===== src/rtl/quad_dec_bictr_if.sv =====
// Bundle of the encoder pins, count control/data and status outputs of
// quad_dec_bictr. clk and reset stay plain ports on the module.
interface quad_dec_bictr_if #(
  parameter int unsigned width = 13
);
  logic             a_in;
  logic             b_in;
  logic             idx_in;
  logic             idx_en;
  logic [width-1:0] data;
  logic             load;
  logic             cen;
  logic [width-1:0] count_to;
  logic [width-1:0] count;
  logic             up_dn;
  logic             step;
  logic             err;
  logic             tercnt;

  modport master (
    output a_in, b_in, idx_in, idx_en, data, load, cen, count_to,
    input  count, up_dn, step, err, tercnt
  );

  modport slave (
    input  a_in, b_in, idx_in, idx_en, data, load, cen, count_to,
    output count, up_dn, step, err, tercnt
  );
endinterface


===== src/rtl/quad_dec_bictr.sv =====
// x4 quadrature decoder feeding an up/down position counter with a
// combinational terminal-count compare. Encoder pins are asynchronous and
// pass a 2-flop synchroniser. Define QDEC_FILTER_EN to insert a per-phase
// glitch filter (flt_len stable samples) between synchroniser and decoder.
module quad_dec_bictr #(
  parameter int unsigned width   = 13,
  parameter int unsigned flt_len = 3
) (
  input logic              clk,
  input logic              reset,
  quad_dec_bictr_if.slave  bus
);

  if (width < 2 || width > 32) begin : g_bad_width
    $error("quad_dec_bictr: width must be 2..32");
  end
  if (flt_len < 1 || flt_len > 15) begin : g_bad_flt
    $error("quad_dec_bictr: flt_len must be 1..15");
  end

  typedef enum logic {ST_PRIME, ST_RUN} state_t;

  // bit 0 = A, bit 1 = B, bit 2 = index
  logic [2:0]       meta;
  logic [2:0]       synced;
  logic             a_lvl;
  logic             b_lvl;
  logic [1:0]       p_now;
  logic [1:0]       p_prev;
  logic [1:0]       delta;
  logic             idx_prev;
  logic             idx_rise;
  state_t           state;
  state_t           state_next;
  logic             step_up;
  logic             step_dn;
  logic             bad;
  logic [width-1:0] count_r;
  logic             up_dn_r;
  logic             step_r;
  logic             err_r;

  // two-flop synchroniser for the asynchronous encoder pins
  always_ff @(posedge clk) begin
    if (reset) begin
      meta   <= '0;
      synced <= '0;
    end else begin
      meta   <= {bus.idx_in, bus.b_in, bus.a_in};
      synced <= meta;
    end
  end

`ifdef QDEC_FILTER_EN
  logic [3:0] a_cnt;
  logic [3:0] b_cnt;
  logic       a_flt;
  logic       b_flt;

  // accept a new phase level only after flt_len consecutive differing samples
  always_ff @(posedge clk) begin
    if (reset) begin
      a_cnt <= '0;
      b_cnt <= '0;
      a_flt <= 1'b0;
      b_flt <= 1'b0;
    end else begin
      if (synced[0] != a_flt) begin
        if (a_cnt == 4'(flt_len - 1)) begin
          a_flt <= synced[0];
          a_cnt <= '0;
        end else begin
          a_cnt <= a_cnt + 4'd1;
        end
      end else begin
        a_cnt <= '0;
      end
      if (synced[1] != b_flt) begin
        if (b_cnt == 4'(flt_len - 1)) begin
          b_flt <= synced[1];
          b_cnt <= '0;
        end else begin
          b_cnt <= b_cnt + 4'd1;
        end
      end else begin
        b_cnt <= '0;
      end
    end
  end

  assign a_lvl = a_flt;
  assign b_lvl = b_flt;
`else
  assign a_lvl = synced[0];
  assign b_lvl = synced[1];
`endif

  // Gray phase code: the modulo-4 difference of consecutive codes gives direction
  always_comb begin
    p_now = 2'd0;
    case ({a_lvl, b_lvl})
      2'b00:   p_now = 2'd0;
      2'b10:   p_now = 2'd1;
      2'b11:   p_now = 2'd2;
      default: p_now = 2'd3;
    endcase
    delta = p_now - p_prev;
  end

  assign idx_rise = synced[2] & ~idx_prev;

  // priming state register
  always_ff @(posedge clk) begin
    if (reset) begin
      state <= ST_PRIME;
    end else begin
      state <= state_next;
    end
  end

  // step/error decode; nothing is reported while the previous phase is being primed
  always_comb begin
    state_next = state;
    step_up    = 1'b0;
    step_dn    = 1'b0;
    bad        = 1'b0;
    case (state)
      ST_PRIME: state_next = ST_RUN;
      ST_RUN: begin
        case (delta)
          2'd1:    step_up = 1'b1;
          2'd3:    step_dn = 1'b1;
          2'd2:    bad     = 1'b1;
          default: ;
        endcase
      end
      default: state_next = ST_PRIME;
    endcase
  end

  // previous phase and previous index samples, tracked every cycle
  always_ff @(posedge clk) begin
    if (reset) begin
      p_prev   <= '0;
      idx_prev <= 1'b0;
    end else begin
      p_prev   <= p_now;
      idx_prev <= synced[2];
    end
  end

  // position counter: load, then index clear, then enabled step; others hold
  always_ff @(posedge clk) begin
    if (reset) begin
      count_r <= '0;
      up_dn_r <= 1'b1;
      step_r  <= 1'b0;
      err_r   <= 1'b0;
    end else begin
      step_r <= 1'b0;
      err_r  <= bad;
      if (!bus.load) begin
        count_r <= bus.data;
      end else if (bus.idx_en && idx_rise) begin
        count_r <= '0;
      end else if ((step_up || step_dn) && bus.cen) begin
        count_r <= step_up ? count_r + width'(1) : count_r - width'(1);
        up_dn_r <= step_up;
        step_r  <= 1'b1;
      end
    end
  end

  assign bus.count  = count_r;
  assign bus.up_dn  = up_dn_r;
  assign bus.step   = step_r;
  assign bus.err    = err_r;
  assign bus.tercnt = (count_r == bus.count_to);

endmodule


===== src/flat_wrapper.sv =====
// flat-port wrapper written by rule: the top's interface ports become plain ports
module quad_dec_bictr_flat 
#(
  parameter int unsigned width   = 13,
  parameter int unsigned flt_len = 3
)
  (clk, reset, bus_a_in, bus_b_in, bus_idx_in, bus_idx_en, bus_data, bus_load, bus_cen, bus_count_to, bus_count, bus_up_dn, bus_step, bus_err, bus_tercnt);
  quad_dec_bictr_if #(.width(width)) bus_i ();
  input logic clk;
  input logic reset;
  input wire logic [$bits(bus_i.a_in)-1:0] bus_a_in;
  input wire logic [$bits(bus_i.b_in)-1:0] bus_b_in;
  input wire logic [$bits(bus_i.idx_in)-1:0] bus_idx_in;
  input wire logic [$bits(bus_i.idx_en)-1:0] bus_idx_en;
  input wire logic [$bits(bus_i.data)-1:0] bus_data;
  input wire logic [$bits(bus_i.load)-1:0] bus_load;
  input wire logic [$bits(bus_i.cen)-1:0] bus_cen;
  input wire logic [$bits(bus_i.count_to)-1:0] bus_count_to;
  output wire logic [$bits(bus_i.count)-1:0] bus_count;
  output wire logic [$bits(bus_i.up_dn)-1:0] bus_up_dn;
  output wire logic [$bits(bus_i.step)-1:0] bus_step;
  output wire logic [$bits(bus_i.err)-1:0] bus_err;
  output wire logic [$bits(bus_i.tercnt)-1:0] bus_tercnt;
  assign bus_i.a_in = bus_a_in;
  assign bus_i.b_in = bus_b_in;
  assign bus_i.idx_in = bus_idx_in;
  assign bus_i.idx_en = bus_idx_en;
  assign bus_i.data = bus_data;
  assign bus_i.load = bus_load;
  assign bus_i.cen = bus_cen;
  assign bus_i.count_to = bus_count_to;
  assign bus_count = bus_i.count;
  assign bus_up_dn = bus_i.up_dn;
  assign bus_step = bus_i.step;
  assign bus_err = bus_i.err;
  assign bus_tercnt = bus_i.tercnt;
  quad_dec_bictr #(.width(width), .flt_len(flt_len)) u_core (.clk(clk), .reset(reset), .bus(bus_i));
endmodule

===== config.mk =====
export PLATFORM = sky130hd
export DESIGN_NAME = quad_dec_bictr_flat
export DESIGN_NICKNAME = d
export VERILOG_FILES = /design/src/rtl/quad_dec_bictr_if.sv /design/src/rtl/quad_dec_bictr.sv /design/src/flat_wrapper.sv
export SDC_FILE = /design/constraint.sdc
export NUM_CORES = 1
export LEC_CHECK = 0
export ABC_CLOCK_PERIOD_IN_PS = 4200
export BUFFER_PORTS_ARGS = -buffer_cell sky130_fd_sc_hd__clkbuf_2
export CORE_MARGIN = 2
export CORE_UTILIZATION = 52
export CTS_CLUSTER_SIZE = 12
export DETAILED_ROUTE_END_ITERATION = 10
export PLACE_DENSITY = 0.82
export RECOVER_POWER = 25
export SLEW_MARGIN = 20
export SYNTH_ARGS = -nofsm -noshare
export SYNTH_HDL_FRONTEND = slang
export SYNTH_SLANG_ARGS = --single-unit

===== constraint.sdc =====
create_clock -name clk -period 4.2 [get_ports clk]
set_clock_uncertainty 0.2 [all_clocks]
set_input_delay 0.84 -clock clk [delete_from_list [all_inputs] [get_ports clk]]
set_output_delay 0.84 -clock clk [all_outputs]
set_load 0.1 [all_outputs]

Word level (Yosys, flattened, before mapping)
Index checks and enable logic that the tools add are counted.

Flip-flop bits (word level): 26. Input bits: 34. Output and inout bits: 17. Word-level logic and storage cells: 43.

$add $sub $neg: 3. Equal/unequal tests: 7. Mux-type cells: 12. Bitwise gates (word level): 5. Reductions and logical operators: 7.

Operator list (number): 2-to-1 mux 13 bit (4); adder 13 x 1 -> 13 bit (second input constant) (1); equality test 13 bit (1); subtractor 13 x 1 -> 13 bit (second input constant) (1); equality test 2 bit (second input constant) (4); 2-to-1 mux 1 bit (7); one-hot mux 2 bit (3 select lines) (1); inverter 1 bit (4); inequality test 3 x 1 -> 1 bit (second input constant) (1); AND reduction 3 bit (1); OR reduction 3 bit (1); equality test 2 x 1 -> 1 bit (second input constant) (1); logical AND 1 bit (2); logical NOT 2 bit (1); OR reduction 2 bit (1); subtractor 2 bit (1); AND 1 bit (1); logical OR 1 bit (1).

Logic depth before layout (Yosys ltp)
Word-level depth: 11. Mapped depth: 15. Mapped depth without buffers: 14.

Least setup slack after synthesis
OpenSTA, ideal clock, no wires.

Path kind: reg-to-output. Start: register u_core.count_r[3] (netlist: u_core.bus.count[3]). End: output bus_tercnt. Data arrival time: 4.471 ns. Required time: 3.160 ns. Slack: -1.311 ns. Stages on the path, launching flop included: 5. Buffers on the path: 0. Cells stage by stage: dfxtp_1 > xor2_1 > nor4_1 > nand4_1 > nor4_1.

Word-level cells in the longest chain between the ends: 1.

Ends and longest elaborated chain: start, declared (RTL line quad_dec_bictr.sv:38) `logic [width-1:0] count_r;`; start signal, assigned (RTL line quad_dec_bictr.sv:163) `count_r <= bus.data;`; start signal, assigned (RTL line quad_dec_bictr.sv:167) `count_r <= step_up ? count_r + width'(1) : count_r - width'(1);`; equality test 13 bit (RTL line quad_dec_bictr.sv:178) `assign bus.tercnt = (count_r == bus.count_to);`; end, declared (RTL line flat_wrapper.sv:23) `output wire logic [$bits(bus_i.tercnt)-1:0] bus_tercnt;`.

Every way passes these cells.

Worst setup path in the final report
Start: register u_core.synced[0]. End: register u_core.count_r[8] (netlist: u_core.bus.count[8]).

Word-level cells in the longest chain between the ends: 10. Elaborated cells between the ends (all ways): 18. Those cells by class: add/sub: 1; eq/ne: 5; mux: 9; reduce/logical: 3.

Ends and longest elaborated chain: start, declared (RTL line quad_dec_bictr.sv:25) `logic [2:0] synced;`; start signal, assigned (RTL line quad_dec_bictr.sv:50) `synced <= meta;`; equality test 2 bit / logical NOT 2 bit (equally long branches) (RTL line quad_dec_bictr.sv:101) `case ({a_lvl, b_lvl})`; one-hot mux 2 bit (3 select lines) * (RTL line quad_dec_bictr.sv:101); subtractor 2 bit * (RTL line quad_dec_bictr.sv:107) `delta = p_now - p_prev;`; equality test 2 x 1 -> 1 bit * (RTL line quad_dec_bictr.sv:130) `case (delta)`; 2-to-1 mux 1 bit * (RTL line quad_dec_bictr.sv:130); 2-to-1 mux 1 bit * (RTL line quad_dec_bictr.sv:127) `case (state)`; via u_core.step_up (RTL line quad_dec_bictr.sv:35) `logic step_up;`; 2-to-1 mux 13 bit (RTL line quad_dec_bictr.sv:167); 2-to-1 mux 13 bit (RTL line quad_dec_bictr.sv:166) `end else if ((step_up || step_dn) && bus.cen) begin`; 2-to-1 mux 13 bit (RTL line quad_dec_bictr.sv:164) `end else if (bus.idx_en && idx_rise) begin`; 2-to-1 mux 13 bit (RTL line quad_dec_bictr.sv:162) `if (!bus.load) begin`.

Mark *: on every way through the listed nets, which the timed path passes. The rest lies on a longest branch. The select of a mux whose other input is x is not followed. A chain may end at the register's enable or synchronous reset.

==> reports/qor.csv <==
metric,value,unit
syn_nets,248,
dp.final_hpwl,3313,um
h-tree-depth,1,
overflow,0,
die_h,61.79,um
cts_tree,built,
gr-usage-met3,2.484,%
power.density,396.2,nW/um^2
synthesis.area,1737,um^2
boundaryPins,51,
grt_use_total,24.76,%
ys_seq_area_share,29.97,%
slowest_delay,460,ps
drv_cap,0,
grt_pass1_vias,1434,
arrival,3850,ps
cp-start-kind,register,
grt-busiest-layer,met2,
worst_pin_slew,1108,ps
clock_tree.buffer_depth,2,
synthDistinctLibCells,40,
path_delay_family,compound AO/OA/AOI/OAI gates,
post-route-period-util,90.01,%
crit_fanout,11,
leakage,0.9431,nW
clk_pin_slew,160,ps
vias,1614,
design.core.area,3103,um^2
rows,20,
comb_power_share,43.3,%
post-cts-setup-buffers,0,
post_drt_wl_per_cell,14.62,um
avgSynthCellArea,8.727,um^2
whs,256.2,ps
vias_per_cell,5.546,
required,4270,ps
grt_max_degree,25,
antenna_found_initial,0,
intPower,0.4825,mW
final_util,66.05,%
rsz0062_at_grt,no,
p_seq_share,34.5,%
areaGrowthSynthToFinish,18.01,%
root_buffer,clkbuf_4,
drive_above_1_share,24.70,%
fmax,0.2645,GHz
routed_wirelength,4253,um
synthCells,199,
setup_tns,0,ps
routabilityCongestion,0.9712,
vdd_ir_drop_max,0.1909,mV
hold_class,register to register,
r2r-start,u_core.synced[0],
p_clk_share,22.1,%
switchingPower,0.3295,mW
die-area,3818,um^2
insertion_delay,350,ps
ys_seq_elements,26,
antenna_cells,0,
layout.nets,297,
crit_buf_inv,2,
grtUsageMet2,39.25,%
min_path_cells,1,
post_cts_resized,0,
cp.depth,14,
grt_pass1_wl,6831,um
crit_chain,inv_1 -> ha_1 -> ha_1 -> xor2_1 -> xnor2_1 -> nor2b_1 -> inv_1 -> ha_1 -> o211ai_2 -> a21oi_2 -> a211oi_2 -> o21ai_0 -> xnor2_1 -> a221oi_1,
setup_slack,419.4,ps
cts_sinks,26,
yosysWarnings,0,
status,"finished, final reports clean",
slew_headroom,26.14,%
die_x,61.79,um
portBuffers,50,
final-hold-violation-count,0,
detail-route-antenna-nets,0,
hp-start,u_core.meta[0],
cts_inserted_buffers,3,
drv_slew,0,
cp-end-kind,register,
dr.pass1.iters,4,
drc,0,
worstSetupPathType,register to register,
met1_usage,34.94,%
finalSetupViolations,0,
crit_path_start,u_core.synced[0],
cp_common_cell,ha_1,
drt_iter0_drc,83,
ctsHoldBuffers,0,
finalCriticalPeriod,3781,ps
start_util,55.97,%
post-place-ws,505.4,ps
p_sw_share,40.58,%
rr_worst_depth,14,
crit_path_top_delay_cell,a211oi_2,
==> synth_stat cells <==
| cell | instances | area [um^2] |
|---|---|---|
| dfxtp_1 | 26 | 520.5 |
| nand2_1 | 20 | 75.07 |
| nor2_1 | 17 | 63.81 |
| xnor2_1 | 16 | 140.1 |
| a21oi_1 | 15 | 75.07 |
| ha_1 | 14 | 175.2 |
| nor2b_1 | 11 | 68.82 |
| o21ai_0 | 11 | 55.05 |
| xor2_1 | 11 | 96.34 |
| inv_1 | 6 | 22.52 |
| a211oi_1 | 4 | 30.03 |
| a21o_1 | 4 | 30.03 |
| a221oi_1 | 4 | 35.03 |
| nand4_1 | 4 | 25.02 |
| o22ai_1 | 3 | 18.77 |
| a22oi_1 | 2 | 15.01 |
| and2_1 | 2 | 12.51 |
| buf_6 | 2 | 22.52 |
| clkbuf_8 | 2 | 27.53 |
| nand2b_1 | 2 | 12.51 |
| nor4_1 | 2 | 12.51 |
| o211ai_1 | 2 | 15.01 |
| o31ai_2 | 2 | 25.02 |
| a2111o_1 | 1 | 11.26 |
| a211oi_2 | 1 | 12.51 |
| a21oi_2 | 1 | 8.760 |
| a221oi_2 | 1 | 15.01 |
| and4_1 | 1 | 8.760 |
| buf_2 | 1 | 5.000 |
| clkbuf_1 | 1 | 3.750 |
| fa_1 | 1 | 20.02 |
| nand3_1 | 1 | 5.000 |
| nand3b_1 | 1 | 7.510 |
| nor3_1 | 1 | 5.000 |
| o211ai_2 | 1 | 12.51 |
| o21a_1 | 1 | 7.510 |
| o221ai_1 | 1 | 8.760 |
| o2bb2ai_1 | 1 | 8.760 |
| o41ai_2 | 1 | 16.27 |
| or3_1 | 1 | 6.260 |
==> cell usage in the layout, fill, tap and decap left out, types with 2 or more instances in the layout <==
cell type,n
a22oi_1,2
inv_1,6
nand2_1,20
nand4_1,4
o22ai_1,3
a211oi_1,4
and2_1,2
ha_1,14
o31ai_2,2
a21o_1,4
a221oi_1,4
nor2_1,17
clkbuf_2,49
clkbuf_4,3
a21oi_1,15
o211ai_1,2
nand2b_1,2
o21ai_0,11
xor2_1,11
dfxtp_1,26
nor2b_1,11
xnor2_1,16
==> worst reg2reg max path, stage by stage, from the launching register on <==
cell	delay, ps
dfxtp_1	360
inv_1	50
ha_1	310
ha_1	200
xor2_1	170
xnor2_1	160
nor2b_1	260
inv_1	260
ha_1	420
o211ai_2	170
a21oi_2	50
a211oi_2	460
o21ai_0	250
xnor2_1	170
a221oi_1	230
==> state kept, by name, indices dropped and copies added, names as in the netlist <==
signal,cells
u_core.bus.up_dn,1
u_core.state,1
u_core.bus.step,1
u_core.meta,3
u_core.p_prev,2
u_core.idx_prev,1
u_core.bus.count,13
u_core.bus.err,1
u_core.synced,3
==> path summary, 6_finish.rpt <==
path,to,slack [ps]
max,u_core.bus.count[8],420
min reg2reg,u_core.synced[0],260
max reg2reg,u_core.bus.count[8],420
min,u_core.synced[0],260
==> power groups by stage <==
stage	clock network, mW	logic, mW	registers [mW]
final	0.180	0.352	0.280
after global routing	0.192	0.382	0.282
after CTS	0.179	0.349	0.280
after detailed placement	0	0.347	0.286
after global placement	0	0.342	0.285
after floorplan	0	0.207	0.361
==> area by class of cell <==
type | count | area, um^2
timing repair buffer | 50 | 249.0
multi-input combinational | 161 | 1150
sequential | 26 | 520.5
clock inverter | 1 | 30.03
fill | 290 | 1054
clock buffer | 3 | 22.52
tap | 44 | 55.05
inverter | 6 | 22.52
==> metal layers <==
layer / share of wire, % / up-vias
li1: - / 814
met1: 48 / 753
met2: 46 / 42
met3: 3.8 / 5
met4: 1.7 / 0
met5: 0 / -
==> metrics by stage <==
stage / total power, mW / instances / instance area, um^2
2_1_floorplan: 0.5682 / 199 / 1752
3_3_place_gp: 0.6267 / 287 / 1998
3_5_place_dp: 0.6322 / 287 / 1998
4_1_cts: 0.8080 / 291 / 2051
5_1_grt: 0.8560 / 291 / 2049
6_report: 0.8121 / 291 / 2049
==> cells by family after synthesis <==
group	synth area share [%]
AOI/OAI and AO/OA	23.05
buffers and inverters	4.683
xor gates and xnor gates	13.62
and+or+nand+nor	17.43
adders and majority gates	11.24
DFF	29.97
(Power assumes the default switching activity.)
